File: src/rtl/ahb_arb_pkg.sv
// Shared types for the AHB-lite request arbiter: transfer/size/burst encodings
// and the data-phase state enumeration.
package ahb_arb_pkg;

    typedef enum logic [1:0] {
        IDLE   = 2'b00,
        BUSY   = 2'b01,
        NONSEQ = 2'b10,
        SEQ    = 2'b11
    } htrans_e;

    localparam logic [2:0] HSIZE_BYTE  = 3'b000;
    localparam logic [2:0] HSIZE_HALF  = 3'b001;
    localparam logic [2:0] HSIZE_WORD  = 3'b010;
    localparam logic [2:0] HSIZE_DWORD = 3'b011;

    localparam logic [2:0] HBURST_SINGLE = 3'b000;

    typedef enum logic [1:0] {
        DP_IDLE = 2'b00,
        DP_BUSY = 2'b01,
        DP_ERR  = 2'b10
    } dp_state_e;

endpackage

File: src/rtl/rr_arbiter.sv
// Combinational round-robin picker: first asserted request at or after ptr,
// wrapping, returned both as a one-hot grant and as an index.
module rr_arbiter #(
    parameter int NUM_REQ = 4,
    parameter int IDX_W   = $clog2(NUM_REQ)
) (
    input  logic [NUM_REQ-1:0] req,
    input  logic [IDX_W-1:0]   ptr,
    output logic [NUM_REQ-1:0] grant,
    output logic [IDX_W-1:0]   grant_idx,
    output logic               any
);

    logic [IDX_W-1:0] cand_idx [NUM_REQ];

    genvar gi;
    generate
        for (gi = 0; gi < NUM_REQ; gi++) begin : g_cand
            assign cand_idx[gi] = IDX_W'((int'(ptr) + gi) % NUM_REQ);
        end
    endgenerate

    // Scan from the farthest candidate back so the nearest one wins.
    always_comb begin
        any       = 1'b0;
        grant_idx = '0;
        for (int i = NUM_REQ - 1; i >= 0; i--) begin
            if (req[cand_idx[i]]) begin
                any       = 1'b1;
                grant_idx = cand_idx[i];
            end
        end
        grant = any ? (NUM_REQ'(1) << grant_idx) : '0;
    end

endmodule

File: src/rtl/ahb_lite_req_arbiter.sv
// Round-robin sharing of one AHB-lite master port between NUM_REQ single-transfer
// requesters. Define AHB_ARB_LOCK_EN to add req_lock/hmastlock locked sequences.
module ahb_lite_req_arbiter
    import ahb_arb_pkg::*;
#(
    parameter int NUM_REQ = 4,
    parameter int ADDR_W  = 32,
    parameter int DATA_W  = 32
) (
    input  logic                      hclk,
    input  logic                      hreset,
    input  logic [NUM_REQ-1:0]        req_valid,
    output logic [NUM_REQ-1:0]        req_ready,
    input  logic [NUM_REQ*ADDR_W-1:0] req_addr,
    input  logic [NUM_REQ-1:0]        req_write,
    input  logic [NUM_REQ*3-1:0]      req_size,
    input  logic [NUM_REQ*DATA_W-1:0] req_wdata,
    output logic [NUM_REQ-1:0]        rsp_valid,
    output logic [DATA_W-1:0]         rsp_rdata,
    output logic                      rsp_err,
    output logic [ADDR_W-1:0]         haddr,
    output logic [1:0]                htrans,
    output logic                      hwrite,
    output logic [2:0]                hsize,
    output logic [2:0]                hburst,
    output logic [DATA_W-1:0]         hwdata,
    input  logic [DATA_W-1:0]         hrdata,
    input  logic                      hready,
`ifdef AHB_ARB_LOCK_EN
    input  logic [NUM_REQ-1:0]        req_lock,
    output logic                      hmastlock,
`endif
    input  logic                      hresp
);

    localparam int IDX_W = $clog2(NUM_REQ);

    logic [ADDR_W-1:0] addr_arr  [NUM_REQ];
    logic [2:0]        size_arr  [NUM_REQ];
    logic [DATA_W-1:0] wdata_arr [NUM_REQ];

    genvar gi;
    generate
        for (gi = 0; gi < NUM_REQ; gi++) begin : g_unpack
            assign addr_arr[gi]  = req_addr[gi*ADDR_W +: ADDR_W];
            assign size_arr[gi]  = req_size[gi*3 +: 3];
            assign wdata_arr[gi] = req_wdata[gi*DATA_W +: DATA_W];
        end
    endgenerate

    logic [IDX_W-1:0]   rr_ptr_reg;
    logic               hold_reg;
    logic [IDX_W-1:0]   hold_idx_reg;
    dp_state_e          dp_state_reg, dp_state_next;
    logic [IDX_W-1:0]   owner_reg;
    logic               dp_write_reg;
    logic [DATA_W-1:0]  wdata_reg;
    logic [NUM_REQ-1:0] rsp_valid_reg;
    logic [DATA_W-1:0]  rsp_rdata_reg;
    logic               rsp_err_reg;

    logic [NUM_REQ-1:0] arb_req;
    logic [NUM_REQ-1:0] pick_grant;
    logic [IDX_W-1:0]   pick_idx;
    logic               pick_any;
    logic [IDX_W-1:0]   addr_idx;
    logic               addr_act;
    logic               accept;
    logic               err_start;
    logic               complete;
    logic               complete_err;
    logic [IDX_W-1:0]   ptr_inc;
    logic [IDX_W-1:0]   next_ptr;

    rr_arbiter #(.NUM_REQ(NUM_REQ), .IDX_W(IDX_W)) u_rr (
        .req       (arb_req),
        .ptr       (rr_ptr_reg),
        .grant     (pick_grant),
        .grant_idx (pick_idx),
        .any       (pick_any)
    );

    // A stalled address phase keeps its requester; otherwise the grant is live.
    // While the second error cycle runs, the bus is forced to IDLE.
    assign addr_idx  = hold_reg ? hold_idx_reg : pick_idx;
    assign addr_act  = !hreset && (dp_state_reg != DP_ERR) && (hold_reg || pick_any);
    assign accept    = addr_act && hready;
    assign err_start = (dp_state_reg == DP_BUSY) && !hready && hresp;
    assign ptr_inc   = (addr_idx == IDX_W'(NUM_REQ - 1)) ? '0 : addr_idx + 1'b1;

    assign htrans    = addr_act ? NONSEQ : IDLE;
    assign haddr     = addr_act ? addr_arr[addr_idx] : '0;
    assign hwrite    = addr_act ? req_write[addr_idx] : 1'b0;
    assign hsize     = addr_act ? size_arr[addr_idx] : 3'b000;
    assign hburst    = HBURST_SINGLE;
    assign hwdata    = wdata_reg;
    assign req_ready = accept ? (NUM_REQ'(1) << addr_idx) : '0;
    assign rsp_valid = rsp_valid_reg;
    assign rsp_rdata = rsp_rdata_reg;
    assign rsp_err   = rsp_err_reg;

`ifdef AHB_ARB_LOCK_EN
    logic             lock_reg;
    logic [IDX_W-1:0] lock_idx_reg;

    // A locked owner is the only requester visible to the picker.
    assign arb_req   = lock_reg ? (req_valid & (NUM_REQ'(1) << lock_idx_reg)) : req_valid;
    assign next_ptr  = req_lock[addr_idx] ? addr_idx : ptr_inc;
    assign hmastlock = addr_act && req_lock[addr_idx];

    always_ff @(posedge hclk or posedge hreset) begin
        if (hreset) begin
            lock_reg     <= 1'b0;
            lock_idx_reg <= '0;
        end else if (accept) begin
            lock_reg     <= req_lock[addr_idx];
            lock_idx_reg <= addr_idx;
        end
    end
`else
    assign arb_req  = req_valid;
    assign next_ptr = ptr_inc;
`endif

    always_ff @(posedge hclk or posedge hreset) begin
        if (hreset) begin
            rr_ptr_reg   <= '0;
            hold_reg     <= 1'b0;
            hold_idx_reg <= '0;
        end else begin
            if (err_start) begin
                hold_reg <= 1'b0;
            end else if (addr_act && !hready) begin
                hold_reg     <= 1'b1;
                hold_idx_reg <= addr_idx;
            end else begin
                hold_reg <= 1'b0;
            end
            if (accept) begin
                rr_ptr_reg <= next_ptr;
            end
        end
    end

    always_comb begin
        dp_state_next = dp_state_reg;
        complete      = 1'b0;
        complete_err  = 1'b0;
        case (dp_state_reg)
            DP_IDLE: begin
                if (accept) dp_state_next = DP_BUSY;
            end
            DP_BUSY: begin
                if (hready) begin
                    // hresp with hready here is a slave protocol slip; finish as error.
                    complete      = 1'b1;
                    complete_err  = hresp;
                    dp_state_next = accept ? DP_BUSY : DP_IDLE;
                end else if (hresp) begin
                    dp_state_next = DP_ERR;
                end
            end
            DP_ERR: begin
                if (hready) begin
                    complete      = 1'b1;
                    complete_err  = 1'b1;
                    dp_state_next = DP_IDLE;
                end
            end
            default: dp_state_next = DP_IDLE;
        endcase
    end

    always_ff @(posedge hclk or posedge hreset) begin
        if (hreset) begin
            dp_state_reg  <= DP_IDLE;
            owner_reg     <= '0;
            dp_write_reg  <= 1'b0;
            wdata_reg     <= '0;
            rsp_valid_reg <= '0;
            rsp_rdata_reg <= '0;
            rsp_err_reg   <= 1'b0;
        end else begin
            dp_state_reg <= dp_state_next;
            if (accept) begin
                owner_reg    <= addr_idx;
                dp_write_reg <= req_write[addr_idx];
                wdata_reg    <= wdata_arr[addr_idx];
            end
            rsp_valid_reg <= complete ? (NUM_REQ'(1) << owner_reg) : '0;
            if (complete) begin
                rsp_err_reg   <= complete_err;
                rsp_rdata_reg <= (complete_err || dp_write_reg) ? '0 : hrdata;
            end
        end
    end

endmodule

File: config.mk
export PLATFORM = sky130hd
export DESIGN_NAME = ahb_lite_req_arbiter
export DESIGN_NICKNAME = d
export VERILOG_FILES = /design/src/rtl/ahb_arb_pkg.sv /design/src/rtl/rr_arbiter.sv /design/src/rtl/ahb_lite_req_arbiter.sv
export SDC_FILE = /design/constraint.sdc
export NUM_CORES = 1
export LEC_CHECK = 0
export ABC_CLOCK_PERIOD_IN_PS = 4000
export CAP_MARGIN = 20
export CORE_AREA = 8 8 161 163
export DETAILED_ROUTE_END_ITERATION = 8
export DIE_AREA = 0 0 169 171
export SLEW_MARGIN = 20
export SYNTH_ARGS = -nofsm -noshare
export SYNTH_HDL_FRONTEND = slang
export SYNTH_SLANG_ARGS = --single-unit
File: constraint.sdc
create_clock -name hclk -period 4 [get_ports hclk]
set_input_delay 0.8 -clock hclk [delete_from_list [all_inputs] [get_ports hclk]]
set_output_delay 0.8 -clock hclk [all_outputs]
set_load 0.1 [all_outputs]
==> results of run 1 <==
## per-stage QoR
step / instance area (µm²) / setup slack, ns / hold WS [ns] / setup TNS [ns]
after floorplan: 5300 / -0.00411 / 0.457 / -0.00411
after global placement: 10400 / 0.247 / 0.465 / 0
after detailed placement: 10400 / 0.191 / 0.472 / 0
after CTS: 10700 / 0.189 / 0.488 / 0
after global routing: 10700 / 0.131 / 0.519 / 0
final: 10700 / 0.207 / 0.483 / 0
## tightest hold or removal path, cell delays in order (launching register included)
cell and delay (ns):
sky130_fd_sc_hd__dfrtp_1 0.34, sky130_fd_sc_hd__nand2_1 0.04, sky130_fd_sc_hd__o21ai_0 0.06
## synth_stat cells (2+ instances only)
cell type / count
sky130_fd_sc_hd__nor3_1: 32
sky130_fd_sc_hd__clkbuf_1: 27
sky130_fd_sc_hd__a21oi_1: 6
sky130_fd_sc_hd__ha_1: 4
sky130_fd_sc_hd__mux4_2: 36
sky130_fd_sc_hd__nand2_1: 29
sky130_fd_sc_hd__mux2i_1: 22
sky130_fd_sc_hd__a211oi_1: 21
sky130_fd_sc_hd__a22o_1: 32
sky130_fd_sc_hd__buf_4: 8
sky130_fd_sc_hd__nand4_1: 5
sky130_fd_sc_hd__mux2_2: 12
sky130_fd_sc_hd__nand3_1: 2
sky130_fd_sc_hd__inv_1: 18
sky130_fd_sc_hd__buf_2: 6
sky130_fd_sc_hd__o41ai_1: 20
sky130_fd_sc_hd__dfrtp_1: 79
sky130_fd_sc_hd__a211o_1: 10
sky130_fd_sc_hd__and2_1: 37
sky130_fd_sc_hd__o221ai_1: 2
sky130_fd_sc_hd__buf_6: 2
sky130_fd_sc_hd__o21ai_0: 6
sky130_fd_sc_hd__mux2_1: 2
sky130_fd_sc_hd__a221o_1: 3
sky130_fd_sc_hd__nor2_1: 7
sky130_fd_sc_hd__nor2b_1: 3
sky130_fd_sc_hd__nor3b_1: 3
sky130_fd_sc_hd__nand2b_1: 22
sky130_fd_sc_hd__o21a_1: 2
sky130_fd_sc_hd__buf_1: 6
sky130_fd_sc_hd__o31ai_1: 12
## cells by family (layout without fill, tap and decap cells)
family,Yosys count,after routing
flip-flops,79,79
other,1,7
AND/OR/NAND/NOR,142,142
AO/OA/AOI/OAI,121,121
buffers and inverters,68,480
multiplexers,72,72
adder cells (fa/ha/maj),4,4
## power by group through the flow
stage	clock, mW	combinational (mW)	sequential, mW
after global routing	0.908	7.09	1.36
after global placement	0	6.84	1.31
after floorplan	0	2.69	3.31
final	0.841	6.82	1.31
after detailed placement	0	6.89	1.32
after CTS	0.875	6.90	1.32
## how the worst max path moves through the flow
stage                        end  slack (ns)  cells past startpoint
finish                  hsize[0]        0.21                      9
global route            hsize[0]        0.13                      9
CTS                     hsize[0]        0.19                      9
detailed placement      hsize[0]        0.19                      9
global placement        hsize[1]        0.25                      9
floorplan           req_ready[0]      -0.004                      8
## layout make-up
| type | instances | area (µm²) |
|---|---|---|
| antenna | 3 | 7.51 |
| clock buffer | 10 | 239 |
| clock inverter | 6 | 57.6 |
| fill | 2233 | 12600 |
| inverter | 19 | 77.6 |
| multi-input combinational | 343 | 3050 |
| sequential | 79 | 1980 |
| tap | 319 | 399 |
| timing repair buffer | 445 | 4900 |
## per-layer routing
layer  vias up  global-route usage, %  routed length [µm]
met5         -                      0                  27
met4         4                   5.96                 496
met3        29                   6.31                2680
met2       281                   36.3               15400
met1      2758                   19.6               10000
li1       2689                      -                   -
==> parameters.txt, run 1 <==
Parameter                              Value

Synth
  Parity-gate share of the synthesized area counting xor and xnor cells    0%
  Cell Area, Synth    5280 µm²
  Synth Area in Simple Gates    14.5%
  Post-synthesis mux area share    22.5%
  Biggest area contributors in the synthesized netlist    sky130_fd_sc_hd__dfrtp_1, sky130_fd_sc_hd__mux4_2, sky130_fd_sc_hd__a22o_1
  Post-synthesis share of cell area spent on full adders, half adders and majority gates    0.947%
  Number of instances in the synthesized netlist    487
  Count of yosys warnings during synthesis    0
  Unique masters post-synth    42
  Cell type with the largest total area after synthesis    sky130_fd_sc_hd__dfrtp_1
  Primary FF master, synth    sky130_fd_sc_hd__dfrtp_1
  Largest family of logic cells by synthesized area    multiplexers
  Fraction of the mapped netlist area in compound gates    18.8%
  Portion of the post-synthesis area used by sequential elements    37.4%
  Share of flip-flops with an asynchronous set or reset    between 90% and 100%
  Post-synthesis average cell area    10.8 µm²
  EDFF count, synth    0
  Fraction of synthesized cell area taken by the top area cell type    between 30% and 40%
  Flip-flop and latch count after synthesis    79

Global route
  Global routing usage summed across all routing layers    19.1%
  Maximum number of pins on one net before global-route repair    60
  Via count of the first global-routing pass    around 6400
  Initial antenna violation count    6
  Total global routing overflow    0
  Global-route wire length before repair    approximately 42000 µm

Pwr
  Total power after layout    8.98 mW
  Cell area power density    839 nW/µm²
  Total leakage power    4.25 nW
  Net load switching power    5.11 mW
  Internal power of the cells    3.87 mW
  Switching share of power    56.9%
  Combinational share of power    between 70% and 80%
  Maximum vdd drop    between 0.4 and 0.5 mV
  Sequential group share of total power    14.6%
  Power share of the clock group    9.4%

Floorplan
  Core footprint    23300 µm²
  Initial standard-cell utilization of the core    ~23%
  Row cnt    56
  Area of the die    28900 µm²
  DIE HEIGHT    171 µm
  Top-Level Pins    426
  Horizontal die dimension    169 µm

Critical path
  Longest individual stage delay on the worst path    0.52 ns
  Startpoint of the lowest-slack register-to-register path    rr_ptr_reg[0]$_DFFE_PP0P_
  Type of the worst setup path    primary input to output port
  Data required time at the worst endpoint    3.20 ns
  Worst reg2reg path depth    8
  Max stage delay cell, worst path    sky130_fd_sc_hd__mux4_2
  Most common cell on crit path    sky130_fd_sc_hd__buf_12
  Worst-path maximum fanout    15
  Count of buffering cells on the critical path with inverters included    4
  Setup crit end kind    output port
  Internal reg-to-reg setup slack    1.56 ns
  Signal arrival time at the worst endpoint    2.99 ns
  Kind of cell adding the most delay to the critical path    buffers and inverters
  CP startpoint kind    primary input
  Startpoint of the most critical setup path    req_valid[0]
  Reg2reg end    hwdata[7]$_DFFE_PP0P_
  Cell Chain, Critical Path    clkdlybuf4s50_1 > nor2b_1 > o21ai_1 > nand3_2 > inv_6 > buf_12 > mux4_2 > and2_1 > buf_12

Clocking
  Buffer type at the clock tree root    sky130_fd_sc_hd__clkbuf_16
  Latest clock arrival within the worst-skew pair    about 0.35 ns
  H-tree level count    3
  Clock buffer depth    2
  Post-CTS setup buffer count    0
  Post-cts gate resize count    0
  CTS tree    done
  Clock transition at the registers of the reported paths    0.07 ns
  Number of buffers added by the clock tree synthesis step    9
  CTS hold repair buffers    0
  Clock Sinks    79

Placed design
  Post-DP HPWL    23400 µm
  # placed instances    ~1200
  Number of buffers inserted by port buffering    421
  Weighted congestion at the end of routability-driven global placement    0.819

Timing
  Part of the cycle the worst path needs    between 90% and 100%
  Final Hold Violating Endpoints    0
  Final Max Slew Viols    0
  Setup repair after global routing missed its margin    false
  Final setup violating endpoints    0
  Period minus WS final    3.79 ns
  Fmax    264 MHz
  Slew margin rel.    between 20% and 30%
  Worst Skew    0.00807 ns
  Worst Tran Pin Value    about 1.1 ns

Run status
  Status    finished, final reports clean

Finish
  Most frequent cells in the layout    sky130_fd_sc_hd__clkdlybuf4s50_1, sky130_fd_sc_hd__dfrtp_1, sky130_fd_sc_hd__buf_12, sky130_fd_sc_hd__and2_1, sky130_fd_sc_hd__mux4_2
  Relative area change from synthesis to final layout    103%
  Share of layout cells above drive strength 1    between 10% and 20%
  Layout Nets    1213
  Non-filler instance count after layout    1224
  Most frequent standard cell in the layout excluding fill and tap cells    sky130_fd_sc_hd__clkdlybuf4s50_1
  Core Util, Final    between 40% and 50%

Route
  Remaining antenna violation count after routing    0
  Post-Route WL    28700 µm
  Detail-routed via count per cell    4.71
  Drt wl/cell    23.4 µm
  DRC violation total after the first TritonRoute iteration    265
  Number of remaining DRC errors    0
  Vias    5761
  DR pass1 iterations    4

Min path
  Hold path start    rsp_err$_DFFE_PP0P_
  Tightest Hold Check Type    flip-flop to flip-flop
  Hold depth    2
  Endpoint of the worst hold path    rsp_err$_DFFE_PP0P_

Run
  Max-cap violations    0
Note: power is estimated with default switching activity, not from simulation.
==> inputs of run 2 (changes only) <==
--- a/config.mk
+++ b/config.mk
@@ -10,6 +10,7 @@
 export CORE_AREA = 8 8 161 163
 export DETAILED_ROUTE_END_ITERATION = 8
 export DIE_AREA = 0 0 169 171
+export GPL_TIMING_DRIVEN = 0
 export SLEW_MARGIN = 20
 export SYNTH_ARGS = -nofsm -noshare
 export SYNTH_HDL_FRONTEND = slang
==> parameters.txt, run 2 (synthesis results as in run 1) <==
Parameter                              Value

Floorplan
  Horizontal die dimension    169 µm
  Initial standard-cell utilization of the core    a little under a quarter
  Area of the die    28900 µm²
  Row cnt    56
  Core footprint    23300 µm²
  DIE HEIGHT    roughly 170 µm
  Top-Level Pins    426

Finish
  Most frequent cells in the layout    sky130_fd_sc_hd__clkdlybuf4s50_1, sky130_fd_sc_hd__dfrtp_1, sky130_fd_sc_hd__buf_4, sky130_fd_sc_hd__and2_1, sky130_fd_sc_hd__mux4_2
  Core Util, Final    ~44%
  Share of layout cells above drive strength 1    15.0%
  Non-filler instance count after layout    about 1300
  Relative area change from synthesis to final layout    93.9%
  Layout Nets    around 1200
  Most frequent standard cell in the layout excluding fill and tap cells    sky130_fd_sc_hd__clkdlybuf4s50_1

Global route
  Via count of the first global-routing pass    6551
  Global routing usage summed across all routing layers    about a fifth
  Initial antenna violation count    5
  Maximum number of pins on one net before global-route repair    51
  Global-route wire length before repair    approximately 43000 µm
  Total global routing overflow    0

Clocking
  Buffer type at the clock tree root    sky130_fd_sc_hd__clkbuf_16
  H-tree level count    3
  Clock buffer depth    2
  CTS tree    done
  Clock transition at the registers of the reported paths    0.07 ns
  Clock Sinks    79
  Latest clock arrival within the worst-skew pair    0.35 ns
  Number of buffers added by the clock tree synthesis step    9

Route
  Vias    5921
  Detail-routed via count per cell    4.73
  Drt wl/cell    23.5 µm
  DR pass1 iterations    4
  Remaining antenna violation count after routing    0
  Post-Route WL    29500 µm
  DRC violation total after the first TritonRoute iteration    312
  Number of remaining DRC errors    0

Run
  Max-cap violations    0

Timing
  Final Hold Violating Endpoints    0
  Part of the cycle the worst path needs    98.3%
  Worst Skew    0.00983 ns
  Worst Tran Pin Value    roughly 1.0 ns
  Final Max Slew Viols    0
  Slew margin rel.    a little under a third
  Fmax    254 MHz
  Setup ws final    0.0678 ns
  Final setup violating endpoints    0
  Period minus WS final    3.93 ns

Placed design
  Placement Setup Slack    -1.73 ns
  Post-DP HPWL    ~25000 µm
  Number of buffers inserted by port buffering    421
  Weighted congestion at the end of routability-driven global placement    0.842
  # placed instances    ~1200

Min path
  Tightest Hold Check Type    flip-flop to flip-flop

Pwr
  Cell area power density    843 nW/µm²
  Total power after layout    8.63 mW
  Maximum vdd drop    0.448 mV
  Total leakage power    4.16 nW

Run status
  Status    finished, final reports clean

Critical path
  Setup crit end kind    output port
  Type of the worst setup path    primary input to output port
  Signal arrival time at the worst endpoint    3.13 ns
  CP startpoint kind    primary input
  Worst-path maximum fanout    10
  Internal reg-to-reg setup slack    1.26 ns
  Data required time at the worst endpoint    3.20 ns
## run 2: path summary, 6_finish.rpt
kind                                     startpoint                  endpoint  cells past startpoint
max                                    req_valid[2]                  hsize[2]                      8
min                        rsp_rdata[1]$_DFFE_PP0P_  rsp_rdata[1]$_DFFE_PP0P_                      1
max reg2reg                      hold_reg$_DFF_PP0_     hwdata[4]$_DFFE_PP0P_                      8
min reg2reg                rsp_rdata[1]$_DFFE_PP0P_  rsp_rdata[1]$_DFFE_PP0P_                      1
max in group asynchronous                    hreset    hwdata[11]$_DFFE_PP0P_                      3
min in group asynchronous                    hreset        hold_reg$_DFF_PP0_                      2
## run 2: critical path, cell delays in order
cell                              delay [ns]
sky130_fd_sc_hd__clkdlybuf4s50_1        0.56
sky130_fd_sc_hd__a311o_1                0.29
sky130_fd_sc_hd__nand3_4                0.14
sky130_fd_sc_hd__inv_2                  0.14
sky130_fd_sc_hd__buf_8                  0.20
sky130_fd_sc_hd__mux4_2                 0.56
sky130_fd_sc_hd__and2_1                 0.19
sky130_fd_sc_hd__buf_4                  0.23
## run 2: area by class of cell
cell class                 count  area, µm²
fill                        2339      13000
timing repair buffer         428       4170
multi-input combinational    343       3030
sequential                    79       1980
tap                          319        399
buffer                        47        269
clock buffer                   9        225
clock inverter                 7       97.6
inverter                      19       73.8
antenna                        2       5.00
## run 2: power by group
part           internal, mW  switching [mW]
registers              1.13           0.192
logic                  1.89            4.53
clock network         0.507           0.388
## run 2: timing repair
| item | in CTS | in global routing |
|---|---|---|
| hold buffers | 0 | 0 |
| setup buffers | 4 | 2 |
| pin swaps | 3 | 2 |
| endpoints found under the setup margin | 41 | 39 |
| gates resized for setup | 255 | 9 |
## run 2: per-stage QoR
| step | TNS (ns) | hold WS (ns) | area, µm² |
|---|---|---|---|
| after global routing | -0.141 | 0.523 | 10200 |
| after CTS | 0 | 0.511 | 10200 |
| after global placement | -88.47 | 0.465 | 9910 |
| after floorplan | -0.00411 | 0.457 | 5300 |
| final | 0 | 0.506 | 10200 |
| after detailed placement | -42.85 | 0.475 | 9940 |
## run 2: layer usage
metal  GRT usage, %  part of all wire (%)  vias up
met2           37.2                    54      273
met4           6.81                   1.6        2
met5              0                 0.044        -
li1               -                     -     2747
met3           5.85                   7.9       28
met1           20.8                    36     2871
